$ cat config.mk
export PLATFORM = sky130hd
export DESIGN_NAME = phase_update_unit
export DESIGN_NICKNAME = d
export VERILOG_FILES = /design/src/rtl/phase_update_unit.sv
export SDC_FILE = /design/constraint.sdc
export NUM_CORES = 1
export LEC_CHECK = 0
export CAP_MARGIN = 20
export CORE_MARGIN = 4
export CORE_UTILIZATION = 55
export DETAILED_ROUTE_END_ITERATION = 10
export GPL_TIMING_DRIVEN = 0
export PLACE_DENSITY_LB_ADDON = 0.1
export SYNTH_ARGS = -nofsm -noshare
export SYNTH_HDL_FRONTEND = slang
export SYNTH_SLANG_ARGS = --single-unit
$ cat constraint.sdc
create_clock -name clk -period 3.65 [get_ports clk]
set_input_delay 0.5475 -clock clk [delete_from_list [all_inputs] [get_ports clk]]
set_output_delay 0.5475 -clock clk [all_outputs]
set_load 0.03 [all_outputs]
$ cat src/rtl/phase_update_unit.sv
// -----------------------------------------------------------------------------
// phase_update_unit
//
// Purpose:
//   Measures the phase offset between the neighbour oscillator (nin) and the
//   own oscillator (nout). The offset is the number of tick strobes between
//   their rising edges. The unit then produces an updated phase: phi_out is
//   moved towards the neighbour by that offset.
//
// Parameters:
//   PW  - phase / difference width in bits (2..8)
//   TMO - ticks after the first edge before a missing second edge aborts
//
// Ports:
//   clk     in   system clock, rising edge
//   re      in   asynchronous active-low reset
//   tick    in   sample enable; edges are detected and counters advance on it
//   nin     in   neighbour square wave (asynchronous to clk)
//   nout    in   own square wave (asynchronous to clk)
//   phi_out in   current own phase, sampled only in the UPDATE state
//   phase   out  updated phase (registered)
//   diff    out  last measured phase-difference magnitude
//   lead    out  1 = nin rose first, 0 = nout rose first or both together
//   valid   out  one-clk pulse when phase/diff/lead update
//   timeout out  one-clk pulse when a measurement is aborted
//
// Build option:
//   PHASE_SAT_EN - when defined, the phase add/subtract saturates at
//                  2**PW-1 and 0. When undefined, it wraps modulo 2**PW.
// -----------------------------------------------------------------------------
module phase_update_unit #(
  parameter int PW  = 4,
  parameter int TMO = 2**PW
) (
  input  logic          clk,
  input  logic          re,
  input  logic          tick,
  input  logic          nin,
  input  logic          nout,
  input  logic [PW-1:0] phi_out,
  output logic [PW-1:0] phase,
  output logic [PW-1:0] diff,
  output logic          lead,
  output logic          valid,
  output logic          timeout
);

  // The counter only has to hold 0..TMO-1. The extended width also holds
  // cnt+1 and the largest diff value, so the saturation compare is exact.
  localparam int CW = (TMO > 1) ? $clog2(TMO) : 1;
  localparam int XW = ((CW + 1) > PW) ? (CW + 1) : PW;
  localparam logic [CW-1:0] CNT_LAST = CW'(TMO - 1);
  localparam logic [XW-1:0] DIFF_MAX = XW'((2**PW) - 1);

  typedef enum logic [1:0] {IDLE, ARM, COUNT, UPDATE} state_t;

  state_t        state_reg;
  logic [CW-1:0] cnt_reg;
  logic [PW-1:0] meas_reg;
  logic          lead_reg;

  // Bit 0 carries nin, bit 1 carries nout.
  logic [1:0] pin_vec;
  logic [1:0] sync_vec;
  logic [1:0] hist_reg;
  logic [1:0] rise;

  assign pin_vec = {nout, nin};

  genvar gi;
  generate
    for (gi = 0; gi < 2; gi++) begin : g_sync
      logic s1_reg;
      logic s2_reg;
      always_ff @(posedge clk or negedge re) begin
        if (!re) begin
          s1_reg <= 1'b0;
          s2_reg <= 1'b0;
        end else begin
          s1_reg <= pin_vec[gi];
          s2_reg <= s1_reg;
        end
      end
      assign sync_vec[gi] = s2_reg;
    end
  endgenerate

  // The edge history advances only on ticks. A rising edge is therefore
  // "high now, low at the previous tick", not "low at the previous clk".
  always_ff @(posedge clk or negedge re) begin
    if (!re) begin
      hist_reg <= 2'b00;
    end else if (tick) begin
      hist_reg <= sync_vec;
    end
  end

  assign rise = sync_vec & ~hist_reg;

  // Edge of the signal that did not start the measurement.
  logic other_rise;
  assign other_rise = lead_reg ? rise[1] : rise[0];

  // diff = cnt + 1, clamped to the largest PW-bit value.
  logic [XW-1:0] cnt_ext;
  logic [PW-1:0] meas_next;
  assign cnt_ext   = XW'(cnt_reg) + XW'(1);
  assign meas_next = (cnt_ext > DIFF_MAX) ? {PW{1'b1}} : cnt_ext[PW-1:0];

  logic [PW-1:0] phase_next;
`ifdef PHASE_SAT_EN
  logic [PW:0] sum_ext;
  logic [PW:0] sub_ext;
  assign sum_ext = {1'b0, phi_out} + {1'b0, meas_reg};
  assign sub_ext = {1'b0, phi_out} - {1'b0, meas_reg};
  always_comb begin
    phase_next = phi_out;
    if (lead_reg) begin
      // A carry out means the sum passed the top of the range.
      phase_next = sum_ext[PW] ? {PW{1'b1}} : sum_ext[PW-1:0];
    end else begin
      // A borrow means the difference went below zero.
      phase_next = sub_ext[PW] ? {PW{1'b0}} : sub_ext[PW-1:0];
    end
  end
`else
  assign phase_next = lead_reg ? (phi_out + meas_reg) : (phi_out - meas_reg);
`endif

  always_ff @(posedge clk or negedge re) begin
    if (!re) begin
      state_reg <= IDLE;
      cnt_reg   <= '0;
      meas_reg  <= '0;
      lead_reg  <= 1'b0;
      phase     <= '0;
      diff      <= '0;
      lead      <= 1'b0;
      valid     <= 1'b0;
      timeout   <= 1'b0;
    end else begin
      valid   <= 1'b0;
      timeout <= 1'b0;
      case (state_reg)
        IDLE: begin
          if (tick) begin
            state_reg <= ARM;
          end
        end

        ARM: begin
          if (tick) begin
            if (rise[0] && rise[1]) begin
              // Coincident edges: zero offset, skip counting.
              meas_reg  <= '0;
              lead_reg  <= 1'b0;
              state_reg <= UPDATE;
            end else if (rise[0]) begin
              lead_reg  <= 1'b1;
              cnt_reg   <= '0;
              state_reg <= COUNT;
            end else if (rise[1]) begin
              lead_reg  <= 1'b0;
              cnt_reg   <= '0;
              state_reg <= COUNT;
            end
          end
        end

        COUNT: begin
          if (tick) begin
            // The second edge wins over the abort when both land on the
            // same tick. Repeat edges of the leading signal are ignored.
            if (other_rise) begin
              meas_reg  <= meas_next;
              state_reg <= UPDATE;
            end else if (cnt_reg == CNT_LAST) begin
              timeout   <= 1'b1;
              state_reg <= ARM;
            end else begin
              cnt_reg <= cnt_reg + CW'(1);
            end
          end
        end

        UPDATE: begin
          // Exactly one clk, regardless of tick.
          phase     <= phase_next;
          diff      <= meas_reg;
          lead      <= lead_reg;
          valid     <= 1'b1;
          state_reg <= ARM;
        end

        default: begin
          state_reg <= IDLE;
        end
      endcase
    end
  end

endmodule
==> impl_metrics.env <==
export IMPL_fin_cells=185
export IMPL_max_slew_margin_rel_pct=53.0
export IMPL_antenna_left=0
export IMPL_met1_length_um=1180
export IMPL_p_total_mw=1.21
export IMPL_io_buffers=19
export IMPL_leakagePower_nw=0.853
export IMPL_holdWs_ns=0.373
export IMPL_cp_required_ns=3.88
export IMPL_grt_setup_unrepaired="false"
export IMPL_switching_share_pct=38.6
export IMPL_comb_power_share_pct=51.4
export IMPL_netlist_area_sq_um=1510
export IMPL_cpMostUsedCell="ha_1"
export IMPL_start_kind="register"
export IMPL_dp_cells=181
export IMPL_firstDrtPassIters=4
export IMPL_cts_root_buffer="clkbuf_4"
export IMPL_multi_input_area_sq_um=738
export IMPL_seqCellArea_sq_um=701
export IMPL_synth_top_area_cell="dfrtp_1"
export IMPL_cp_num_buf_inv=1
export IMPL_synth_seq_cells=28
export IMPL_syn2layout_area_growth_pct=18.5
export IMPL_chipHeight_um=60.3
export IMPL_status="finished, final reports clean"
export IMPL_postCtsHoldBufs=0
export IMPL_die_w_um=60.3
export IMPL_crit_path_end_kind="register"
export IMPL_post_route_drc_count=0
export IMPL_clk_pin_slew_worst_paths_ns=0.14
export IMPL_io_pins=20
export IMPL_tns_ns=0
export IMPL_syn_nets=151
export IMPL_synthArstFlopShare_pct=100
export IMPL_start_util_pct=59.1
export IMPL_synth_top_area_share_pct=46.6
export IMPL_yosysWarnings=0
export IMPL_num_fill_cells=202
export IMPL_avgRoutedWirePerCell_um=14.2
export IMPL_place_gp_congestion=0.864
export IMPL_p_sw_uw=467
export IMPL_grt_ovfl_total=0
export IMPL_top_layer_used="met4"
export IMPL_ctsLongestPathBuffers=2
export IMPL_design_die_area_sq_um=3640
export IMPL_synthTopCellsByArea="dfrtp_1 47%, ha_1 8.3%, mux2_2 6.7%, mux2i_1 4.7%, xnor2_1 2.9%"
export IMPL_min_period_over_period_pct=59.6
export IMPL_power_per_cell_area_nw_per_um2=677
export IMPL_vias=1025
export IMPL_cp_arrival_ns=2.40
export IMPL_core_sq_um=2540
export IMPL_finalWorstSetupSlack_ns=1.48
export IMPL_clkPwrFrac_pct=12.3
export IMPL_synth_enable_flop_cells=0
export IMPL_drv_slew=0
export IMPL_cts_sinks=28
export IMPL_max_vdd_ir_drop_uv=532
export IMPL_min_period_ns=2.17
export IMPL_hold_viol=0
export IMPL_critPathTopFamily="multiplexers"
export IMPL_nets=176
export IMPL_cts_tree="yes"
export IMPL_worstPathCellList="inv_1, ha_1, mux2_1, ha_1, a21o_1, a21oi_1, xnor2_1, mux2_2"
export IMPL_clk_latency_ns=0.32
export IMPL_grt_pass1_vias=1080
export IMPL_routed_wl_um=2620
export IMPL_grt_pass1_wl_um=4670
export IMPL_cpMaxStageDelayCell="dfrtp_1"
export IMPL_ys_types=36
export IMPL_drv_cap=0
export IMPL_cp_max_fo=3
export IMPL_hpwl_um=2010
export IMPL_p_seq_share_pct=36.3
export IMPL_cts_buffers=3
export IMPL_tightest_slew_ns=0.703
export IMPL_max_freq_mhz=460
export IMPL_ctsResizeCount=0
export IMPL_wl_met2_um=1310
export IMPL_drive_gt1_share_pct=13.5
export IMPL_hold_class="reg -> reg"
export IMPL_max_stage_delay_ns=0.40
export IMPL_ys_seq_area_share_pct=46.6
export IMPL_synthCells=131
export IMPL_cts_max_level=1
export IMPL_setup_violations=0
export IMPL_track_usage_pct=17.1
export IMPL_power_internal_uw=742
export IMPL_syn_area_per_cell_sq_um=11.5
export IMPL_grt_max_degree=16
export IMPL_n_antenna_cell=0
export IMPL_post_cts_setup_buffers=0
export IMPL_synth_flop_cell="dfrtp_1"
export IMPL_fin_worst_skew_ns=0.00264
export IMPL_vias_per_cell=5.54
export IMPL_row_count=18
export IMPL_path_class="reg -> reg"
export IMPL_wl_met3_um=114
export IMPL_post_place_ws_ns=1.37
export IMPL_dr_first_iter_drc_count=33
export IMPL_antenna_found_initial=0
==> layer usage <==
metal	global-route usage [%]	vias up
met5	0	-
met3	2.38	2
met1	20.4	494
li1	-	512
met4	7.91	0
met2	30.4	17
==> per-stage QoR <==
step	utilization [%]	instance area (sq um)
6_report	70.1	1780
5_1_grt	70.1	1780
4_1_cts	70.1	1780
3_5_place_dp	68.7	1750
3_3_place_gp	68.1	1730
2_1_floorplan	-	1510
==> area by class of cell <==
type	instances	share of cell area, %
buffer	6	1.82
sequential	28	39.3
timing repair buffer	20	11.5
tap	30	2.10
multi-input combinational	88	41.4
inverter	9	1.89
clock buffer	4	2.03
==> Yosys cell counts (all sizes together) (2+ instances only) <==
library cell  instances
nor2b                 2
a31o                  2
mux2i                 7
mux2                 12
xnor2                 5
o21ai                 3
ha                   10
a21oi                 3
buf                   3
inv                   9
nand2                 9
o211ai                2
dfrtp                28
and3                  4
a211o                 3
clkbuf                3
nor2                  3
nor3b                 2
nand3                 3
nor3                  2
nor4b                 2
a31oi                 4
==> cell families after synthesis <==
logic type | after synthesis | synth area share (%)
simple gates | 31 | 11.9
flops | 28 | 46.6
compound gates | 22 | 11.0
mux | 19 | 13.6
buf+inv | 15 | 4.41
fa+ha+maj | 11 | 9.64
xor+xnor | 5 | 2.91
==> power groups by stage <==
| stage | clock [mW] | sequential, mW | combinational, mW |
|---|---|---|---|
| 6_report | 0.149 | 0.438 | 0.621 |
| 4_1_cts | 0.153 | 0.439 | 0.628 |
| 2_1_floorplan | 0 | 0.515 | 0.372 |
| 3_3_place_gp | 0 | 0.438 | 0.608 |
| 5_1_grt | 0.169 | 0.450 | 0.683 |
| 3_5_place_dp | 0 | 0.446 | 0.626 |
==> path summary, 6_finish.rpt <==
| kind | endpoint | start | depth (start not counted) | slack (ns) |
|---|---|---|---|---|
| max | phase[3] | meas_reg[0] | 8 | 1.48 |
| min | g_sync[1].s2_reg | g_sync[1].s1_reg | 0 | 0.37 |
| max reg2reg | phase[3] | meas_reg[0] | 8 | 1.48 |
| min reg2reg | g_sync[1].s2_reg | g_sync[1].s1_reg | 0 | 0.37 |
| max in group asynchronous | timeout | re | 2 | 2.49 |
| min in group asynchronous | phase[1] | re | 1 | 0.62 |
==> placed cells by master (no fill, tap or decap), drive strengths merged, types with 2 or more instances in the layout <==
cell type      count
dfrtp             28
clkdlybuf4s50     19
mux2              12
ha                10
nand2              9
inv                9
mux2i              7
clkbuf             7
xnor2              5
and3               4
a31oi              4
buf                4
nor2               3
nand3              3
a21oi              3
o21ai              3
a211o              3
nor3               2
o211ai             2
a31o               2
nor4b              2
nor3b              2
nor2b              2
Power figures use the tool's default switching activity.
==> edit 1 (same settings) <==
Add a define of `PHASE_SAT_EN`.
--- a/src/rtl/phase_update_unit.sv
+++ b/src/rtl/phase_update_unit.sv
@@ -30,2 +30,4 @@
 // -----------------------------------------------------------------------------
+`define PHASE_SAT_EN
+
 module phase_update_unit #(
Behaviour: not the same (a bounded check fails within 10 cycles, from zero or initial values).
==> edit 1 against the original RTL <==
- final area rose by 11%
- synthesized cell count rose by 17%
- sequential cell count did not move
- clock skew rose by 11 ps
- total power rose by 5.6%
- worst setup slack got worse by 150 ps
- first-iteration DRC count rose by 18%
- wire length rose by 16%
- die area rose by 10%
- area after synthesis rose by 12%
==> edit 1: results (changes against the original RTL) <==
Dominant cells by area after synthesis = dfrtp_1 (42%), ha_1 (10%), mux2_2 (4.7%), inv_1 (3.1%), mux2i_1 (3.0%)
Ratio of cells with drive above 1 in the final layout = 17.61% (+4.1 points)
Netlist cell types = 47 (+31%)
Complex-gate fraction of the synthesized area = 16.38% (+5.4 points)
M1 WL = 1.348 mm (+15%)
Met1 Use GR = 21.39% (+1.0 points)
Multi-input gate area = 899.6 um2 (+22%)
# port buffers = 18 (-1)
Combinational power share = 50.8% (-0.6 points)
Adder-Cell Fraction of Synth Area = 12.75% (+3.1 points)
Met3 wire length = 93 um (-18%)
Number of global-route vias before repair = 1230 (+14%)
Met2 Track Usage GR = 29.99% (-0.41 points)
Sw Pwr = 0.5006 mW (+7.2%)
Status = completed
P_leak = 0.9261 nW (+8.6%)
Largest net degree at the start of global routing = 18 (+2)
Vias per inst = 5.715 (+3.1%)
Post-synth top cells = dfrtp_1 (28), ha_1 (14), inv_1 (14)
Clk pwr = 0.200 mW (+34%)
P_int = 0.7758 mW (+4.6%)
Placed cell count = 203 (+12%)
1st-iter DRT viols = 39 (+18%)
First-pass GRT wire length = 5.492 mm (+18%)
Wirelength per Cell = 14.67 um (+3.6%)
Slowest stage delay, CP = 430 ps (+30 ps)
Detail Placement HPWL = 2.463 mm (+23%)
Clock tree buffer depth = 2 (unchanged)
Syn avg cell area = 11.03 um2 (-4.0%)
WL final = 3.036 mm (+16%)
Mapped Nets = 178 (+18%)
Total track usage = 17.01% (-0.14 points)
R2R setup slack = 1600 ps (+120 ps)
GRT met3 Usage = 2.664% (+0.29 points)
Worst Hold Slack = 369.8 ps (-3.199 ps)
Slowest cell on crit path = clkdlybuf4s50_1
Delay-heaviest family, CP = compound AO/OA/AOI/OAI gates
Arrival @ worst endpoint = 2550 ps (+150 ps)
Seq/Total Area, Yosys = 41.51% (-5.0 points)
VDD IR-drop max = 409.8 uV (-23%)
Layout Skew = 13.45 ps (+10.81 ps)
edit 1: worst paths after layout:
path                                            start                    endpoint  cells after the start
hold reg to reg            g_sync[0].s1_reg$_DFF_PN0_  g_sync[0].s2_reg$_DFF_PN0_                      0
setup reg to reg              meas_reg[0]$_DFFE_PN0P_        phase[2]$_DFFE_PN0P_                      8
setup / recovery                           phi_out[0]        phase[2]$_DFFE_PN0P_                     10
hold / removal             g_sync[0].s1_reg$_DFF_PN0_  g_sync[0].s2_reg$_DFF_PN0_                      0
max in group asynchronous                          re     meas_reg[3]$_DFFE_PN0P_                      2
min in group asynchronous                          re    state_reg[1]$_DFFE_PN0P_                      1
edit 1: layout make-up:
| type | instances | area share (%) |
|---|---|---|
| clock inverters | 1 | 1.511 |
| repair buffers | 19 | 10.45 |
| plain buffers | 6 | 1.574 |
| well taps | 31 | 1.952 |
| inverters | 15 | 2.834 |
| flip-flops and latches | 28 | 35.26 |
| multi-input cells | 104 | 45.28 |
| clock buffers | 3 | 1.133 |
